## src/rtl/lpddr2_responder.sv

```systemverilog
// ---------------------------------------------------------------------------
// lpddr2_responder
// Bridges a simple level-held CPU read/write request port onto an
// Avalon-MM style LPDDR2 controller port. Exactly one controller
// transaction is issued per request assertion; the CPU must drop its
// request before another one is accepted.
//
// Optional feature: define LPDDR2_TIMEOUT_EN to add a read watchdog. If
// TIMEOUT_CYCLES cycles pass in RD_WAIT without readdatavalid, the read
// completes with 32'hDEADBEEF and the sticky err flag is set. Without the
// macro, RD_WAIT waits indefinitely and err is tied low.
//
// Ports
//   clk, rst            clock, asynchronous active-high reset
//   req_address         CPU word address (27b)
//   req_write_data      CPU store data (32b)
//   req_rreq, req_wreq  CPU read / write request levels
//   req_read_data       last completed read data (registered, held)
//   req_busy            transaction in flight (not IDLE, not HOLD)
//   req_done            one-cycle completion pulse
//   avl_address         controller address
//   avl_read, avl_write controller command strobes
//   avl_writedata       controller write data
//   avl_waitrequest     controller stall
//   avl_readdata        controller read data
//   avl_readdatavalid   qualifies avl_readdata
//   err                 sticky watchdog timeout flag
// ---------------------------------------------------------------------------
module lpddr2_responder #(
  parameter int unsigned TIMEOUT_CYCLES = 255
) (
  input  logic        clk,
  input  logic        rst,
  input  logic [26:0] req_address,
  input  logic [31:0] req_write_data,
  input  logic        req_rreq,
  input  logic        req_wreq,
  output logic [31:0] req_read_data,
  output logic        req_busy,
  output logic        req_done,
  output logic [26:0] avl_address,
  output logic        avl_read,
  output logic        avl_write,
  output logic [31:0] avl_writedata,
  input  logic        avl_waitrequest,
  input  logic [31:0] avl_readdata,
  input  logic        avl_readdatavalid,
  output logic        err
);

  localparam int unsigned ADDR_W = 27;
  localparam int unsigned DATA_W = 32;
  localparam logic [DATA_W-1:0] TIMEOUT_DATA = 32'hDEADBEEF;

  // A zero timeout would make the watchdog compare underflow.
  if (TIMEOUT_CYCLES == 0) begin : g_bad_timeout
    $error("lpddr2_responder: TIMEOUT_CYCLES must be at least 1");
  end

  typedef enum logic [2:0] {
    IDLE,
    RD_CMD,
    RD_WAIT,
    WR_CMD,
    HOLD
  } state_t;

  state_t state, state_nxt;

  logic [DATA_W-1:0] read_data_nxt;
  logic              busy_nxt;
  logic              done_nxt;
  logic [ADDR_W-1:0] avl_address_nxt;
  logic              avl_read_nxt;
  logic              avl_write_nxt;
  logic [DATA_W-1:0] avl_writedata_nxt;

`ifdef LPDDR2_TIMEOUT_EN
  localparam int unsigned CNT_W = (TIMEOUT_CYCLES > 1) ? $clog2(TIMEOUT_CYCLES) : 1;
  localparam logic [CNT_W-1:0] CNT_LAST = CNT_W'(TIMEOUT_CYCLES - 1);

  logic [CNT_W-1:0] wd_cnt, wd_cnt_nxt;
  logic             err_q, err_nxt;
`endif

  // State and registered outputs.
  always_ff @(posedge clk or posedge rst) begin
    if (rst) begin
      state         <= IDLE;
      req_read_data <= '0;
      req_busy      <= 1'b0;
      req_done      <= 1'b0;
      avl_address   <= '0;
      avl_read      <= 1'b0;
      avl_write     <= 1'b0;
      avl_writedata <= '0;
`ifdef LPDDR2_TIMEOUT_EN
      wd_cnt        <= '0;
      err_q         <= 1'b0;
`endif
    end else begin
      state         <= state_nxt;
      req_read_data <= read_data_nxt;
      req_busy      <= busy_nxt;
      req_done      <= done_nxt;
      avl_address   <= avl_address_nxt;
      avl_read      <= avl_read_nxt;
      avl_write     <= avl_write_nxt;
      avl_writedata <= avl_writedata_nxt;
`ifdef LPDDR2_TIMEOUT_EN
      wd_cnt        <= wd_cnt_nxt;
      err_q         <= err_nxt;
`endif
    end
  end

  // Next-state and next-output logic; strobes are set on the accepting edge
  // and cleared on the edge the controller takes the command.
  always_comb begin
    state_nxt         = state;
    read_data_nxt     = req_read_data;
    done_nxt          = 1'b0;
    avl_address_nxt   = avl_address;
    avl_read_nxt      = avl_read;
    avl_write_nxt     = avl_write;
    avl_writedata_nxt = avl_writedata;
`ifdef LPDDR2_TIMEOUT_EN
    wd_cnt_nxt        = '0;
    err_nxt           = err_q;
`endif

    case (state)
      IDLE: begin
        // Writes win when both requests are raised together.
        if (req_wreq) begin
          state_nxt         = WR_CMD;
          avl_write_nxt     = 1'b1;
          avl_read_nxt      = 1'b0;
          avl_address_nxt   = req_address;
          avl_writedata_nxt = req_write_data;
        end else if (req_rreq) begin
          state_nxt         = RD_CMD;
          avl_read_nxt      = 1'b1;
          avl_write_nxt     = 1'b0;
          avl_address_nxt   = req_address;
        end
      end

      RD_CMD: begin
        if (!avl_waitrequest) begin
          state_nxt    = RD_WAIT;
          avl_read_nxt = 1'b0;
        end
      end

      WR_CMD: begin
        if (!avl_waitrequest) begin
          state_nxt     = HOLD;
          avl_write_nxt = 1'b0;
          done_nxt      = 1'b1;
        end
      end

      RD_WAIT: begin
        if (avl_readdatavalid) begin
          state_nxt     = HOLD;
          read_data_nxt = avl_readdata;
          done_nxt      = 1'b1;
        end
`ifdef LPDDR2_TIMEOUT_EN
        // Counter holds the number of RD_WAIT cycles already spent.
        else if (wd_cnt == CNT_LAST) begin
          state_nxt     = HOLD;
          read_data_nxt = TIMEOUT_DATA;
          done_nxt      = 1'b1;
          err_nxt       = 1'b1;
        end else begin
          wd_cnt_nxt    = wd_cnt + CNT_W'(1);
        end
`endif
      end

      HOLD: begin
        // Wait for the CPU to release so one assertion means one transaction.
        if (!req_rreq && !req_wreq) begin
          state_nxt = IDLE;
        end
      end

      default: begin
        state_nxt     = IDLE;
        avl_read_nxt  = 1'b0;
        avl_write_nxt = 1'b0;
      end
    endcase
  end

  assign busy_nxt = (state_nxt != IDLE) && (state_nxt != HOLD);

`ifdef LPDDR2_TIMEOUT_EN
  assign err = err_q;
`else
  assign err = 1'b0;
`endif

endmodule
```

## config.mk

```make
export PLATFORM = sky130hd
export DESIGN_NAME = lpddr2_responder
export DESIGN_NICKNAME = d
export VERILOG_FILES = /design/src/rtl/lpddr2_responder.sv
export SDC_FILE = /design/constraint.sdc
export NUM_CORES = 1
export LEC_CHECK = 0
export CAP_MARGIN = 15
export CORE_AREA = 2 2 84 126
export DETAILED_ROUTE_END_ITERATION = 10
export DIE_AREA = 0 0 86 128
export GPL_TIMING_DRIVEN = 0
export PLACE_DENSITY_LB_ADDON = 0.05
export RECOVER_POWER = 100
export SETUP_SLACK_MARGIN = 0.15
export SYNTH_ARGS = -nofsm -noshare
export SYNTH_HDL_FRONTEND = slang
export SYNTH_SLANG_ARGS = --single-unit
```

## constraint.sdc

```tcl
create_clock -name clk -period 3.7 [get_ports clk]
set_clock_uncertainty 0.15 [all_clocks]
set_input_delay 0.37 -clock clk [delete_from_list [all_inputs] [get_ports clk]]
set_output_delay 0.37 -clock clk [all_outputs]
set_load 0.005 [all_outputs]
```

==> flow_metrics.tcl <==
set metrics [dict create \
    cts_tree "built" \
    crit_fanout 10 \
    ys_seq_elements 98 \
    vias_per_cell 4.69 \
    reg2reg_from "state[1]" \
    io_buffers 191 \
    ir_drop_uv 385 \
    gp_congestion 0.772 \
    synth_top_area_share 0.614 \
    rr_worst_depth 5 \
    min_period_ns 2.34 \
    final_common_cell "dfrtp_1" \
    synth_ff_type "dfrtp_1" \
    hp-class "reg -> reg" \
    root_buffer "clkbuf_16" \
    rsz0062_at_grt "no" \
    h-tree-depth 3 \
    power_density_nw_per_um2 777 \
    grt_pass1_vias 2832 \
    violations "max-capacitance violations, max-slew violations" \
    rows 45 \
    dp_hpwl_um 6730 \
    r2r_slack_ns 1.36 \
    cts_resized 0 \
    grt_util_all_layers 0.169 \
    fin_crit_sh 0.631 \
    antenna_cells 0 \
    initial_core_util 0.401 \
    die_y_um 128 \
    synth.distinct_cells 29 \
    internal_power_mw 3.46 \
    synthArstFlopShare 1.00 \
    grt_max_degree 56 \
    worstSetupStartpointType "register" \
    yosys_warnings 0 \
    dieWidth_um 86 \
    vias 2642 \
    grt_overflow 0 \
    cts_buffer_depth 2 \
    comb_power_share 0.422 \
    leakage_nw 2.57 \
    setup-violations-final 0 \
    p_sw_frac 0.275 \
    drc 0 \
    critPathArrivalTime_ns 2.40 \
    grt_pass1_wl_um 14400 \
    yosys.area.top_type "dfrtp_1" \
    r2r_end "req_read_data[25]" \
    whs_path_depth 1 \
    hold_end "req_read_data[30]" \
    die-area_um2 11000 \
    slew_headroom -0.353 \
    clkTransAtPathRegs_ns 0.06 \
    finalPower_mw 4.78 \
    power.switching_mw 1.32 \
    power_frac_clock 0.191 \
    synth_edf_count 0 \
    wl_um 8770 \
    clkLatencyLatePin_ns 0.33 \
    finalNetCount 538 \
    synth.area.top_cells "dfrtp_1 61%, mux2_4 14%, mux2_2 13%" \
    placed_cells 547 \
    post_cts.repair.setup_buffers 0 \
    instances_no_fill 563 \
    hp-start "req_read_data[30]" \
    drv_slew 44 \
    synthesis.instances 238 \
    drv_cap 1 \
    hold_violations 0 \
    avgSynthCellArea_um2 16.8 \
    num_io_pins 193 \
    layout_common_cells "98 x dfrtp_1, 96 x dlygate4sd3_1, 95 x clkdlybuf4s50_1, 45 x mux2_2, 43 x mux2_1" \
    outcome "complete, but fails checks" \
    antenna_found_initial 0 \
    path_class "reg -> reg" \
    crit_path_end_kind "register" \
    worstMarginPinSlew_ns 2.02 \
    drive_gt1_frac 0.152 \
    synth_area_um2 3990 \
    areaGrowthSynthToFinish_pct 53.9 \
    drt_iter0_drc 42 \
    max_clock_freq_ghz 0.428 \
    cts_inserted_buffers 9 \
    firstDrtPassIters 4 \
    seq_area_frac_synth 0.614 \
    clock-sinks 98 \
    seqPwrFrac 0.387 \
    core_area_um2 9970 \
    final_antenna_net_count 0 \
    required_ns 3.76 \
    wire_per_inst_um 15.6 \
    holdBufCountCts 0 \
    synth_fp_nets 335 \
]
## how the worst max path moves through the flow
stage / end / startpoint / slack (ns)
after global routing: avl_writedata[3] / state[2] / 1.19
after floorplan: avl_address[0] / rst / 0.62
final: req_read_data[25] / state[1] / 1.36
after global placement: avl_address[10] / rst / -0.99
after detailed placement: avl_address[4] / req_wreq / 1.54
after CTS: avl_address[5] / state[0] / 1.90
## routing by layer
layer | wire, µm | GRT usage | up-vias
li1 | - | - | 1240
met1 | 3470 | 0.205 | 1286
met2 | 4470 | 0.274 | 106
met3 | 687 | 0.0612 | 10
met4 | 142 | 0.0607 | 0
met5 | 0 | 0 | -
## critical path: stages, from the launching register on
cell and delay (ns):
dfrtp_1 0.35, clkbuf_1 0.34, and4_1 0.25, clkbuf_1 0.23
clkbuf_1 0.52, mux2_1 0.38
## cell usage after synthesis, drive strengths merged, types with 2 or more instances
| library cell | count |
|---|---|
| o21ai | 3 |
| buf | 15 |
| nor2 | 3 |
| nand2 | 5 |
| o32ai | 2 |
| mux2 | 91 |
| dfrtp | 98 |
| nor3 | 2 |
| inv | 4 |
## cells by family after synthesis
logic type,synth area share
DFF,0.614
muxes,0.295
buffers and inverters,0.0445
and+or+nand+nor,0.0238
AOI/OAI and AO/OA,0.0197
xor gates and xnor gates,0.00219
other,0.000939
## power by group through the flow
stage          Clock (mW)  Combinational, mW  Sequential (mW)
2_1_floorplan           0               1.12             1.95
3_3_place_gp            0               2.52             1.89
3_5_place_dp            0               2.54             1.93
4_1_cts             0.942               2.56             1.91
5_1_grt             0.980               2.20             1.93
6_report            0.912               2.02             1.85
## flip-flops by register name, summed over array words and instances (netlist names)
register,cells
avl_writedata,32
req_read_data,32
avl_address,27
state,3
avl_read,1
avl_write,1
req_busy,1
req_done,1
## per-stage QoR
stage,TNS (ns),hold WS [ns],setup WS (ns),instance area [µm²],util
4_1_cts,0,0.317,1.90,6370,0.639
3_5_place_dp,0,0.325,1.54,6080,0.610
5_1_grt,0,0.342,1.19,6150,0.617
2_1_floorplan,0,0.333,0.618,3990,-
6_report,0,0.327,1.36,6150,0.617
3_3_place_gp,-96.72,0.318,-0.991,6050,0.607
## area by class of cell
type | instances | area (µm²)
clock buffer | 11 | 233
fill | 827 | 3820
multi-input combinational | 121 | 1220
sequential | 98 | 2450
timing repair buffer | 192 | 1940
buffer | 15 | 83.8
clock inverter | 5 | 55.1
inverter | 4 | 16.3
tap | 117 | 146
Note: power is estimated with default switching activity, not from simulation.
